[src/rtl/run_controller.sv]
// ---------------------------------------------------------------------------
// run_controller
//   Bring-up sequencer for the single-cycle RV64 core: streams a program into
//   InstructionMemory, holds the core in reset, runs it and watches its data
//   stores for a signature word. Reports pass, timeout or load overflow.
//   Revision: 1.0
// ---------------------------------------------------------------------------
`default_nettype none

module run_controller #(
  parameter int N          = 64,
  parameter int IW         = 32,
  parameter int IMEM_DEPTH = 1024,
  parameter int RST_CYC    = 2,
  parameter int CW         = 32,
  localparam int IMEM_AW   = $clog2(IMEM_DEPTH)
) (
  input  logic               clk,
  input  logic               rst,
  input  logic               start,
  input  logic               ld_valid,
  input  logic [IW-1:0]      ld_data,
  input  logic               ld_last,
  output logic               ld_ready,
  output logic               imem_we,
  output logic [IMEM_AW-1:0] imem_addr,
  output logic [IW-1:0]      imem_wdata,
  output logic               core_rst,
  output logic               core_en,
  input  logic               pause,
  input  logic               st_mon,
  input  logic [N-1:0]       st_addr,
  input  logic [N-1:0]       st_data,
  input  logic [N-1:0]       sig_addr,
  input  logic [N-1:0]       sig_value,
  input  logic [CW-1:0]      max_cycles,
  output logic               busy,
  output logic               done,
  output logic [1:0]         status,
  output logic [CW-1:0]      cycle_count
);

  // Byte offset bits inside one N-bit word; the compared slice is the
  // 10-bit word index just above them.
  localparam int BO = $clog2(N / 8);

  localparam logic [IMEM_AW-1:0] WP_LAST = IMEM_AW'(IMEM_DEPTH - 1);
  localparam logic [3:0]         RC_LAST = 4'(RST_CYC - 1);

  localparam logic [1:0] ST_NONE     = 2'd0;
  localparam logic [1:0] ST_PASS     = 2'd1;
  localparam logic [1:0] ST_TIMEOUT  = 2'd2;
  localparam logic [1:0] ST_OVERFLOW = 2'd3;

  typedef enum logic [2:0] {
    S_IDLE     = 3'd0,
    S_LOAD     = 3'd1,
    S_CORE_RST = 3'd2,
    S_RUN      = 3'd3,
    S_PASS     = 3'd4,
    S_FAIL     = 3'd5
  } state_t;

  state_t              state, state_d;
  logic [IMEM_AW-1:0]  wp, wp_d;
  logic [3:0]          rc, rc_d;
  logic [CW-1:0]       cnt_d;
  logic [CW-1:0]       cnt_inc;
  logic [1:0]          status_d;
  logic                word_hit;
  logic                match;

  // Address bits outside the word-index slice take no part in the match.
  logic unused_addr_bits;
  assign unused_addr_bits = ^{st_addr[N-1:BO+10], st_addr[BO-1:0],
                              sig_addr[N-1:BO+10], sig_addr[BO-1:0]};

  assign ld_ready    = (state == S_LOAD);
  assign imem_we     = ld_ready & ld_valid;
  assign imem_addr   = wp;
  assign imem_wdata  = ld_data;
  assign core_rst    = (state == S_IDLE) | (state == S_LOAD) | (state == S_CORE_RST);
  assign core_en     = (state == S_RUN) & ~pause;
  assign busy        = (state == S_LOAD) | (state == S_CORE_RST) | (state == S_RUN);
  assign done        = (state == S_PASS) | (state == S_FAIL);

  assign cnt_inc  = cycle_count + CW'(1);
  assign word_hit = (st_addr[BO+9:BO] == sig_addr[BO+9:BO]);
  assign match    = core_en & st_mon & word_hit & (st_data == sig_value);

  // State register and the counters/status that travel with it.
  always_ff @(posedge clk or posedge rst) begin
    if (rst) begin
      state       <= S_IDLE;
      wp          <= '0;
      rc          <= '0;
      cycle_count <= '0;
      status      <= ST_NONE;
    end else begin
      state       <= state_d;
      wp          <= wp_d;
      rc          <= rc_d;
      cycle_count <= cnt_d;
      status      <= status_d;
    end
  end

  // Next-state logic: load sequencing, reset hold, run monitoring.
  always_comb begin
    state_d  = state;
    wp_d     = wp;
    rc_d     = rc;
    cnt_d    = cycle_count;
    status_d = status;
    case (state)
      S_IDLE, S_PASS, S_FAIL: begin
        if (start) begin
          state_d  = S_LOAD;
          wp_d     = '0;
          cnt_d    = '0;
          status_d = ST_NONE;
        end
      end
      S_LOAD: begin
        if (ld_valid) begin
          if (ld_last) begin
            state_d = S_CORE_RST;
            rc_d    = '0;
          end else if (wp == WP_LAST) begin
            // Memory full and still no final word: the pointer stays put.
            state_d  = S_FAIL;
            status_d = ST_OVERFLOW;
          end else begin
            wp_d = wp + IMEM_AW'(1);
          end
        end
      end
      S_CORE_RST: begin
        if (rc == RC_LAST) begin
          state_d = S_RUN;
        end else begin
          rc_d = rc + 4'd1;
        end
      end
      S_RUN: begin
        if (core_en) begin
          cnt_d = cnt_inc;
          // A match beats a timeout landing on the same cycle.
          if (match) begin
            state_d  = S_PASS;
            status_d = ST_PASS;
          end else if ((max_cycles != '0) && (cnt_inc == max_cycles)) begin
            state_d  = S_FAIL;
            status_d = ST_TIMEOUT;
          end
        end
      end
      default: begin
        state_d = S_IDLE;
      end
    endcase
  end

endmodule

`default_nettype wire

[config.mk]
export PLATFORM = sky130hd
export DESIGN_NAME = run_controller
export DESIGN_NICKNAME = d
export VERILOG_FILES = /design/src/rtl/run_controller.sv
export SDC_FILE = /design/constraint.sdc
export NUM_CORES = 1
export LEC_CHECK = 0
export BUFFER_PORTS_ARGS = -buffer_cell sky130_fd_sc_hd__buf_4
export CORE_AREA = 5 5 157 159
export CTS_CLUSTER_DIAMETER = 40
export CTS_CLUSTER_SIZE = 24
export DETAILED_ROUTE_END_ITERATION = 10
export DIE_AREA = 0 0 162 164
export MAX_ROUTING_LAYER = met4
export PLACE_DENSITY_LB_ADDON = 0.2
export SLEW_MARGIN = 20
export SYNTH_ARGS = -nofsm -noshare
export SYNTH_HDL_FRONTEND = slang
export SYNTH_SLANG_ARGS = --single-unit
[constraint.sdc]
create_clock -name clk -period 2.9 [get_ports clk]
set_input_delay 0.435 -clock clk [delete_from_list [all_inputs] [get_ports clk]]
set_output_delay 0.435 -clock clk [all_outputs]
set_load 0.1 [all_outputs]
==> metrics.txt <==
outcome finished, final reports clean; dominant cell type by area after synthesis dfrtp_1; WS Path Type register to register; Avg Vias per Cell 4.84; number of DRC markers in iteration 0 263; I/O Pins 409; CP top delay family simple AND/OR/NAND/NOR gates; setup TNS 0 ns; Synth Area per Inst 7.98 sq um; Critical R2R Launch cycle_count[1]; Fin. Hold Viols 0; num rows 56; total track usage 17.8%; r2r worst-path depth 11; initial antenna violation count 2; first-pass GRT wire length roughly 35 mm; crit path DAT roughly 2.9 ns; share of the synthesized area in the top cell type ~25%; routed length per instance around 20 um; I/O Buffers between 200 and 250; skew final 0.0170 ns; Post-synth EDFFs 0; worst path cell trace ha_4 > nand3_4 > and2_1 > or3_1 > a311oi_2 > buf_4 > nand4_1 > nor4_2 > buf_4 > or2_1 > a32oi_1; CTS root buffer clkbuf_16; total detailed-routing wirelength 23.5 mm; Setup crit end kind register; syn nets 976; die extent in x 162 um; Reg2Reg Capture Point status[0]; Die ar. 26600 sq um; largest net degree at the start of global routing 38; utilization after layout 32.9%; H-Tree Depth 2; final worst setup slack 0.200 ns; Bufs and invs on worst path 2; Worst-Skew Late Latency between 0.3 and 0.4 ns; Layout area overhead 47.6%; layout cell share with drive strength beyond 1 about two fifths; post-place instance area 7310 sq um; Vert. Die Dim about 160 um; Post-Place Worst Slack 0.0206 ns; Ys Warns 0; cell with the most instances after synthesis xnor2_1; setup repair after global routing missed its margin no; total CTS buffers 5; WHS 0.192 ns; Power Density around 480 nW/um^2; CTS Hold Bufs 0; CTS tree yes; crit path max-delay cell type dfrtp_2; relative slew slack 52.9%; Top cell by count, worst path buf_4; Post-DRT Antenna Nets 0; synth top area cells dfrtp_1 25%, xnor2_1 11%, o21ai_0 5.8%; max-slew violation count 0; via count between 5000 and 6000; Post-Syn Instances between 600 and 700; DR pass1 iterations 5; worst vdd ir between 0.0004 and 0.0005 V; DR DRC count 0; FFs w/ async S/R, synth 100%; # fillers 2530; Mapped Area slightly above 5000 sq um; Max Root-Sink Buffers 2; CP max FO 10; Worst Tran Pin Value roughly 0.70 ns; register area share after synthesis about 25%; largest stage delay on the critical path 0.44 ns; max_cap viols 0; fin crit share 93.1%; gpl congestion ~0.86; leak pwr ~0.0034 uW; FF+latch count, synth 51; DP Wirelength 19.6 mm; R2R setup slack 0.20 ns; Commonest cells post-synth 62 x xnor2_1, 60 x o21ai_0, 53 x nand2_1; FMAX 370 MHz; CP Launch Type register; Initial Util 22.3%; Synth cell types 78; Overflow after GRT 0; ys flop type dfrtp_1; core region area 23100 sq um; minimum clock period 2.70 ns; Design Area, Final 7600 sq um; CP required 3.07 ns; min-delay worst type input port to async pin; final net count 1217; clock slew at reported path FFs 0.08 ns; vias in the first global route 5804; clock sink count 51; # setup viols final 0
## layer usage
layer / wire, um / GRT usage (%)
met1: 10300 / 22.5
met4: 250 / 3.08
met5: 0 / -
met2: 11500 / 29.5
met3: 1490 / 4.24
## repair_timing
item,CTS,global route
resized for setup,0,7
pin swaps,0,4
endpoints found under the setup margin,2,4
buffers inserted,1,12
## area by class of cell
type | count | area (sq um) | area share [%]
multi-input cells | 493 | 3390 | 44.6
inverters | 37 | 139 | 1.83
clock buffers | 7 | 153 | 2.01
flip-flops and latches | 51 | 1310 | 17.2
well taps | 290 | 363 | 4.77
repair buffers | 298 | 2240 | 29.4
clock inverters | 1 | 7.51 | 0.0987
diodes | 2 | 5.00 | 0.0658
## flip-flops by register name, indices dropped and copies added (netlist names)
signal and flops:
state 3, cycle_count 32, imem_addr 10, rc 4
status 2
## through the flow
step,instances,total power [uW]
floorplan,645,2430
global placement,1156,2980
detailed placement,1156,2990
CTS,1165,3690
global route,1179,3870
finish,1179,3640
## cells by family (layout without fill, tap and decap cells)
family | count (synthesis) | count (layout) | share of synthesized area, %
flops | 51 | 51 | 24.8
mux | 4 | 4 | 0.802
xor+xnor | 91 | 91 | 15.5
fa+ha+maj | 4 | 4 | 0.972
simple gates | 244 | 244 | 28.5
compound gates | 150 | 150 | 19.1
other cells | 0 | 2 | 0
buf+inv | 101 | 343 | 10.3
## cells in the final DEF (no fill, tap or decap), types with 17 or more instances in the layout
| cell type | n |
|---|---|
| a21oi_1 | 17 |
| buf_4 | 298 |
| dfrtp_1 | 24 |
| dfrtp_2 | 27 |
| inv_1 | 35 |
| nand2_1 | 53 |
| nand3_1 | 21 |
| nand4_1 | 33 |
| nor2_1 | 25 |
| nor2b_1 | 17 |
| nor4_1 | 20 |
| o21ai_0 | 60 |
| xnor2_1 | 62 |
| xor2_1 | 28 |
## worst register-to-register path, stage by stage, from the launching register on
cell and delay [ns]:
dfrtp_2 0.44, ha_4 0.19, nand3_4 0.19, and2_1 0.23, or3_1 0.35, a311oi_2 0.32, buf_4 0.17, nand4_1 0.11
nor4_2 0.20, buf_4 0.17, or2_1 0.12, a32oi_1 0.10
## worst max path at each step
stage	startpoint	to	slack (ns)	cells after the start
after floorplan	cycle_count[5]	status[0]	0.01	10
after global placement	cycle_count[0]	status[0]	0.002	10
after detailed placement	cycle_count[0]	state[2]	0.02	10
after CTS	cycle_count[1]	status[0]	0.004	11
after global routing	cycle_count[1]	status[0]	0.0008	11
final	cycle_count[1]	status[0]	0.20	11
## report_power, final
group	switching [uW]	internal [uW]
clock network	307	369
logic	1390	679
registers	97.3	797
total	1800	1840
Note: power is estimated with default switching activity, not from simulation.
